## src/rtl/adder_seq_pkg.sv

```systemverilog
// Shared definitions for the nibble-serial add/subtract sequencer.
package adder_seq_pkg;

    // Width of one adder slice; the shared cell is a 4-bit adder.
    localparam int unsigned SLICE_W = 4;

    typedef enum logic [1:0] {
        ST_IDLE = 2'd0,
        ST_RUN  = 2'd1,
        ST_DONE = 2'd2
    } state_e;

endpackage

```

## src/rtl/Adder4bit.sv

```systemverilog
// Combinational 4-bit adder cell with carry-in and carry-out.
module Adder4bit (
    input  logic [3:0] A,
    input  logic [3:0] B,
    input  logic       Cin,
    output logic [3:0] Sum,
    output logic       Cout
);

    assign {Cout, Sum} = 5'(A) + 5'(B) + 5'(Cin);

endmodule

```

## src/rtl/adder_seq_ctrl.sv

```systemverilog
// Nibble-serial W-bit add/subtract: iterates one Adder4bit cell LSB slice first,
// with valid/ready handshakes on the operand and result sides.
module adder_seq_ctrl
    import adder_seq_pkg::*;
#(
    parameter int unsigned W = 16
) (
    input  logic         clk,
    input  logic         rst_n,
    input  logic         in_valid,
    output logic         in_ready,
    input  logic [W-1:0] a,
    input  logic [W-1:0] b,
    input  logic         cin,
    input  logic         sub,
    output logic         out_valid,
    input  logic         out_ready,
    output logic [W-1:0] sum,
    output logic         cout,
    output logic         overflow
);

    localparam int unsigned NSLICE = W / SLICE_W;
    localparam int unsigned IdxW   = (NSLICE > 1) ? $clog2(NSLICE) : 1;

    if ((W % SLICE_W) != 0 || W < SLICE_W) begin : g_bad_width
        $error("adder_seq_ctrl: W must be a non-zero multiple of 4");
    end

    state_e          state_q, state_d;
    logic [IdxW-1:0] idx_q, idx_d;
    logic [W-1:0]    a_q, a_d;
    logic [W-1:0]    b_q, b_d;
    logic            carry_q, carry_d;
    logic [W-1:0]    sum_q, sum_d;
    logic            cout_q, cout_d;
    logic            ovf_q, ovf_d;

    logic [31:0]        slice_base;
    logic [SLICE_W-1:0] cell_a, cell_b, cell_sum;
    logic               cell_cout;
    logic               last_slice;

    assign slice_base = 32'(idx_q) * SLICE_W;
    assign cell_a     = a_q[slice_base +: SLICE_W];
    assign cell_b     = b_q[slice_base +: SLICE_W];
    assign last_slice = (idx_q == IdxW'(NSLICE - 1));

    Adder4bit u_cell (
        .A    (cell_a),
        .B    (cell_b),
        .Cin  (carry_q),
        .Sum  (cell_sum),
        .Cout (cell_cout)
    );

    // Handshake flags decode straight from the state register.
    assign in_ready  = (state_q == ST_IDLE);
    assign out_valid = (state_q == ST_DONE);
    assign sum       = sum_q;
    assign cout      = cout_q;
    assign overflow  = ovf_q;

    // Next-state: operand capture, slice iteration and result hold.
    always_comb begin
        state_d = state_q;
        idx_d   = idx_q;
        a_d     = a_q;
        b_d     = b_q;
        carry_d = carry_q;
        sum_d   = sum_q;
        cout_d  = cout_q;
        ovf_d   = ovf_q;

        unique case (state_q)
            ST_IDLE: begin
                if (in_valid) begin
                    // Subtraction becomes A + ~B + ~borrow, so the mode needs no
                    // storage beyond the pre-inverted B and carry.
                    a_d     = a;
                    b_d     = sub ? ~b : b;
                    carry_d = sub ^ cin;
                    idx_d   = '0;
                    state_d = ST_RUN;
                end
            end
            ST_RUN: begin
                sum_d[slice_base +: SLICE_W] = cell_sum;
                carry_d = cell_cout;
                if (last_slice) begin
                    idx_d   = '0;
                    cout_d  = cell_cout;
                    ovf_d   = (a_q[W-1] == b_q[W-1]) && (cell_sum[SLICE_W-1] != a_q[W-1]);
                    state_d = ST_DONE;
                end else begin
                    idx_d = idx_q + 1'b1;
                end
            end
            ST_DONE: begin
                if (out_ready) begin
                    state_d = ST_IDLE;
                end
            end
            default: begin
                state_d = ST_IDLE;
            end
        endcase
    end

    // State and datapath registers with synchronous active-low reset.
    always_ff @(posedge clk) begin
        if (!rst_n) begin
            state_q <= ST_IDLE;
            idx_q   <= '0;
            a_q     <= '0;
            b_q     <= '0;
            carry_q <= 1'b0;
            sum_q   <= '0;
            cout_q  <= 1'b0;
            ovf_q   <= 1'b0;
        end else begin
            state_q <= state_d;
            idx_q   <= idx_d;
            a_q     <= a_d;
            b_q     <= b_d;
            carry_q <= carry_d;
            sum_q   <= sum_d;
            cout_q  <= cout_d;
            ovf_q   <= ovf_d;
        end
    end

endmodule

```

## config.mk

```make
export PLATFORM = sky130hd
export DESIGN_NAME = adder_seq_ctrl
export DESIGN_NICKNAME = d
export VERILOG_FILES = /design/src/rtl/adder_seq_pkg.sv /design/src/rtl/Adder4bit.sv /design/src/rtl/adder_seq_ctrl.sv
export SDC_FILE = /design/constraint.sdc
export NUM_CORES = 1
export LEC_CHECK = 0
export CAP_MARGIN = 25
export CORE_AREA = 2 2 76 78
export DETAILED_ROUTE_END_ITERATION = 16
export DIE_AREA = 0 0 78 80
export PLACE_DENSITY = 0.88
export REMOVE_ABC_BUFFERS = 1
export SLEW_MARGIN = 20
export SYNTH_ARGS = -nofsm -noshare
export SYNTH_HDL_FRONTEND = slang
export SYNTH_SLANG_ARGS = --single-unit
```

## constraint.sdc

```tcl
create_clock -name clk -period 3.74 [get_ports clk]
set_input_delay 0.374 -clock clk [delete_from_list [all_inputs] [get_ports clk]]
set_output_delay 0.374 -clock clk [all_outputs]
set_load 0.05 [all_outputs]
```

==> impl_metrics.json <==
{
  "post_synth.cell_area_avg_sq_um": 9.64,
  "min-delay-path-class": "register to register",
  "cts-hold-fix-buffers": 0,
  "status": "finished, final reports clean",
  "endpoint_kind": "register",
  "area_growth_from_synthesis_to_layout_pct": 26.3,
  "buffer_ports.inserted": 57,
  "cts_tree": "yes",
  "path_cells": "buf_4, mux4_2, ha_1, a211oi_1, nor3b_1, or4_1, a31oi_1",
  "setup_viol": 0,
  "grt_max_degree": 51,
  "min_period_over_period_pct": 74.9,
  "final.fill_count": 463,
  "proportion_of_layout_cells_with_a_drive_suffix_above_1_pct": 7.65,
  "placement.cell_area_sq_um": 3270,
  "arrival_ps": 3040,
  "route.detailed.vias_per_inst": 5.29,
  "grt_pass1_wl_um": 9120,
  "setup_repair_after_global_routing_missed_its_margin": "false",
  "worst_hold_slack_ps": 470,
  "max_freq_mhz": 357,
  "first_global_vias": 1962,
  "die-height_um": 80,
  "cts_max_level": 2,
  "rr_worst_depth": 7,
  "skew_ps": 8.50,
  "final_max_slew_viol_count": 0,
  "placeableCoreArea_sq_um": 5410,
  "route.detailed.wl_per_inst_um": 13.7,
  "insertion_delay_ps": 310,
  "fin_util_pct": 62.2,
  "reported_leakage_power_uw": 0.00133,
  "post_synth_instance_area_sq_um": 2660,
  "ff2ff_setup_slack_ps": 940,
  "vias": 2109,
  "finalCriticalPeriod_ps": 2800,
  "final_net_count": 375,
  "syn_inst": 276,
  "cts_buffers": 5,
  "dr.first_iter.drc_count": 170,
  "postCtsSetupRepairBufs": 0,
  "slew-limit-headroom_pct": 57.5,
  "timing.critical_path.fanout_max": 12,
  "detail_route.wirelength_um": 5450,
  "post_synth_num_cell_types": 37,
  "drv.max_cap_violation_count": 0,
  "antenna_found_initial": 0,
  "timing.critical_path.required_ps": 3980,
  "boundaryPins": 58,
  "detail_route.first_pass.iterations": 4,
  "slowest_cp_cell": "sky130_fd_sc_hd__mux4_2",
  "die_x_um": 78,
  "r2r_start": "idx_q[0]",
  "ctsResizeCount": 0,
  "die_area_sq_um": 6240,
  "vdd.ir_drop.worst_uv": 158,
  "post-route-drc-count": 0,
  "pwr_density_cell_nw_per_um2": 366,
  "antenna-diode-count": 0,
  "ys_ff_latch": 55,
  "cp_slowest_stage_delay_ps": 570,
  "clock-sinks": 55,
  "final_hold_viol_count": 0,
  "track_usage_pct": 18.3,
  "yosysWarnings": 0,
  "synth-seq-area-share_pct": 41.4,
  "regToRegEndpoint": "overflow",
  "drt.antenna.violating_nets": 0,
  "globalRoute.totalOverflow": 0,
  "initial_standard_cell_utilization_of_the_core_pct": 49.2,
  "clk_path_buf_depth": 2,
  "worst-slew-pin-transition_ps": 632,
  "root_buffer": "sky130_fd_sc_hd__clkbuf_8",
  "min_delay_path_depth": 2,
  "hold-path-endpoint": "a_q[3]",
  "fin_area_sq_um": 3360,
  "crit_type": "register to register",
  "detailed_place_hpwl_um": 4070,
  "setup_tns_ps": 0,
  "timing.hold.worst.start": "a_q[3]",
  "cts.clk_slew.worst_paths_ps": 100,
  "startpoint_type_of_the_worst_setup_path": "register",
  "gp_congestion": 0.875,
  "rows": 27
}
-- metal layers --
| metal | routed length (um) | share of wire (%) | track usage, % | vias up |
|---|---|---|---|---|
| met4 | 44 | 0.81 | 3.68 | 0 |
| met2 | 2740 | 50 | 31.9 | 70 |
| met3 | 294 | 5.4 | 3.85 | 6 |
| met1 | 2370 | 43 | 23.4 | 974 |
| li1 | - | - | - | 1059 |
| met5 | 0 | 0 | 0 | - |
-- worst max-delay path: cells and delay by family (launching register included) --
kind / cells / cell delay [ps]
and+or+nand+nor: 2 / 600
adders and majority gates: 1 / 310
DFF: 1 / 480
muxes: 1 / 570
buffers and inverters: 1 / 290
AOI/OAI and AO/OA: 2 / 470
-- worst max-delay path by stage --
stage | start | slack [ps] | cells after the start | endpoint
after floorplan | idx_q[0] | 830 | 7 | carry_q
after global placement | idx_q[0] | 1110 | 7 | overflow
after detailed placement | idx_q[0] | 990 | 7 | overflow
after CTS | idx_q[0] | 930 | 7 | overflow
after global routing | idx_q[0] | 790 | 7 | overflow
final | idx_q[0] | 940 | 7 | overflow
-- power by group --
part	internal (uW)	total [uW]	switching, uW
Combinational	122	243	121
Clock	152	346	194
Sequential	617	640	22.8
Total	891	1230	338
-- Yosys cell counts --
master                     instances  area share, %
sky130_fd_sc_hd__a31oi_1           2           0.47
sky130_fd_sc_hd__xor2_1            2           0.66
sky130_fd_sc_hd__o21ba_2           1           0.38
sky130_fd_sc_hd__a21boi_1          1           0.28
sky130_fd_sc_hd__nor4_2            1           0.47
sky130_fd_sc_hd__mux4_2            8            6.8
sky130_fd_sc_hd__nor2_1            4           0.56
sky130_fd_sc_hd__nor2b_1          14            3.3
sky130_fd_sc_hd__nand2_1          62            8.7
sky130_fd_sc_hd__nor3_1            3           0.56
sky130_fd_sc_hd__a22oi_1          12            3.4
sky130_fd_sc_hd__o211a_1          16            6.0
sky130_fd_sc_hd__nor4_4            1           0.80
sky130_fd_sc_hd__nor3b_1           1           0.28
sky130_fd_sc_hd__or4_1             1           0.28
sky130_fd_sc_hd__inv_1             3           0.42
sky130_fd_sc_hd__o211ai_1          1           0.28
sky130_fd_sc_hd__nand3_1           4           0.75
sky130_fd_sc_hd__and2_1            3           0.71
sky130_fd_sc_hd__o21a_1            3           0.85
sky130_fd_sc_hd__or3b_1            1           0.33
sky130_fd_sc_hd__clkbuf_1         10            1.4
sky130_fd_sc_hd__a21boi_0         17            4.8
sky130_fd_sc_hd__fa_1              2            1.5
sky130_fd_sc_hd__o221ai_1          1           0.33
sky130_fd_sc_hd__buf_6             1           0.42
sky130_fd_sc_hd__nor4_1            2           0.47
sky130_fd_sc_hd__nand2b_1          2           0.47
sky130_fd_sc_hd__or2_2             1           0.24
sky130_fd_sc_hd__xnor2_1          16            5.3
sky130_fd_sc_hd__o21ai_0           5           0.94
sky130_fd_sc_hd__a21oi_1           2           0.38
sky130_fd_sc_hd__a211oi_1          1           0.28
sky130_fd_sc_hd__dfxtp_1          55             41
sky130_fd_sc_hd__ha_1              9            4.2
sky130_fd_sc_hd__buf_2             7            1.3
sky130_fd_sc_hd__a21o_1            1           0.28
-- kinds of logic after synthesis --
| kind of cell | after synthesis | share of synthesized area [%] |
|---|---|---|
| compound gates | 63 | 18.7 |
| xor+xnor | 18 | 5.92 |
| fa+ha+maj | 11 | 5.74 |
| buf+inv | 21 | 3.57 |
| flops | 55 | 41.4 |
| mux | 8 | 6.77 |
| simple gates | 100 | 18.0 |
-- cell usage in the layout, fill, tap and decap left out, drive strengths merged, types with 8 or more instances in the layout --
cell type / instances
nor2b: 14
clkdlybuf4s50: 56
nand2: 62
ha: 9
o211a: 16
a22oi: 12
xnor2: 16
a21boi: 18
dfxtp: 55
mux4: 8
-- registers in the layout, summed over array words and instances (netlist names) --
signal    count
a_q          16
b_q          16
sum          16
idx_q         2
state_q       2
carry_q       1
cout          1
overflow      1
-- stage by stage --
stage / instances / worst slack, ps / power, uW
floorplan: 258 / 827 / 796
global placement: 391 / 1110 / 891
detailed placement: 391 / 986 / 898
CTS: 399 / 927 / 1240
global route: 399 / 790 / 1280
finish: 399 / 940 / 1230
-- cell type report --
cell class | count | area, sq um | area share (%)
multi-input cells | 200 | 1470 | 43.6
flip-flops and latches | 55 | 1100 | 32.8
repair buffers | 61 | 596 | 17.7
well taps | 72 | 90.1 | 2.68
clock buffers | 6 | 82.6 | 2.46
clock inverters | 2 | 16.3 | 0.484
inverters | 3 | 11.3 | 0.335
Power figures use the tool's default switching activity.
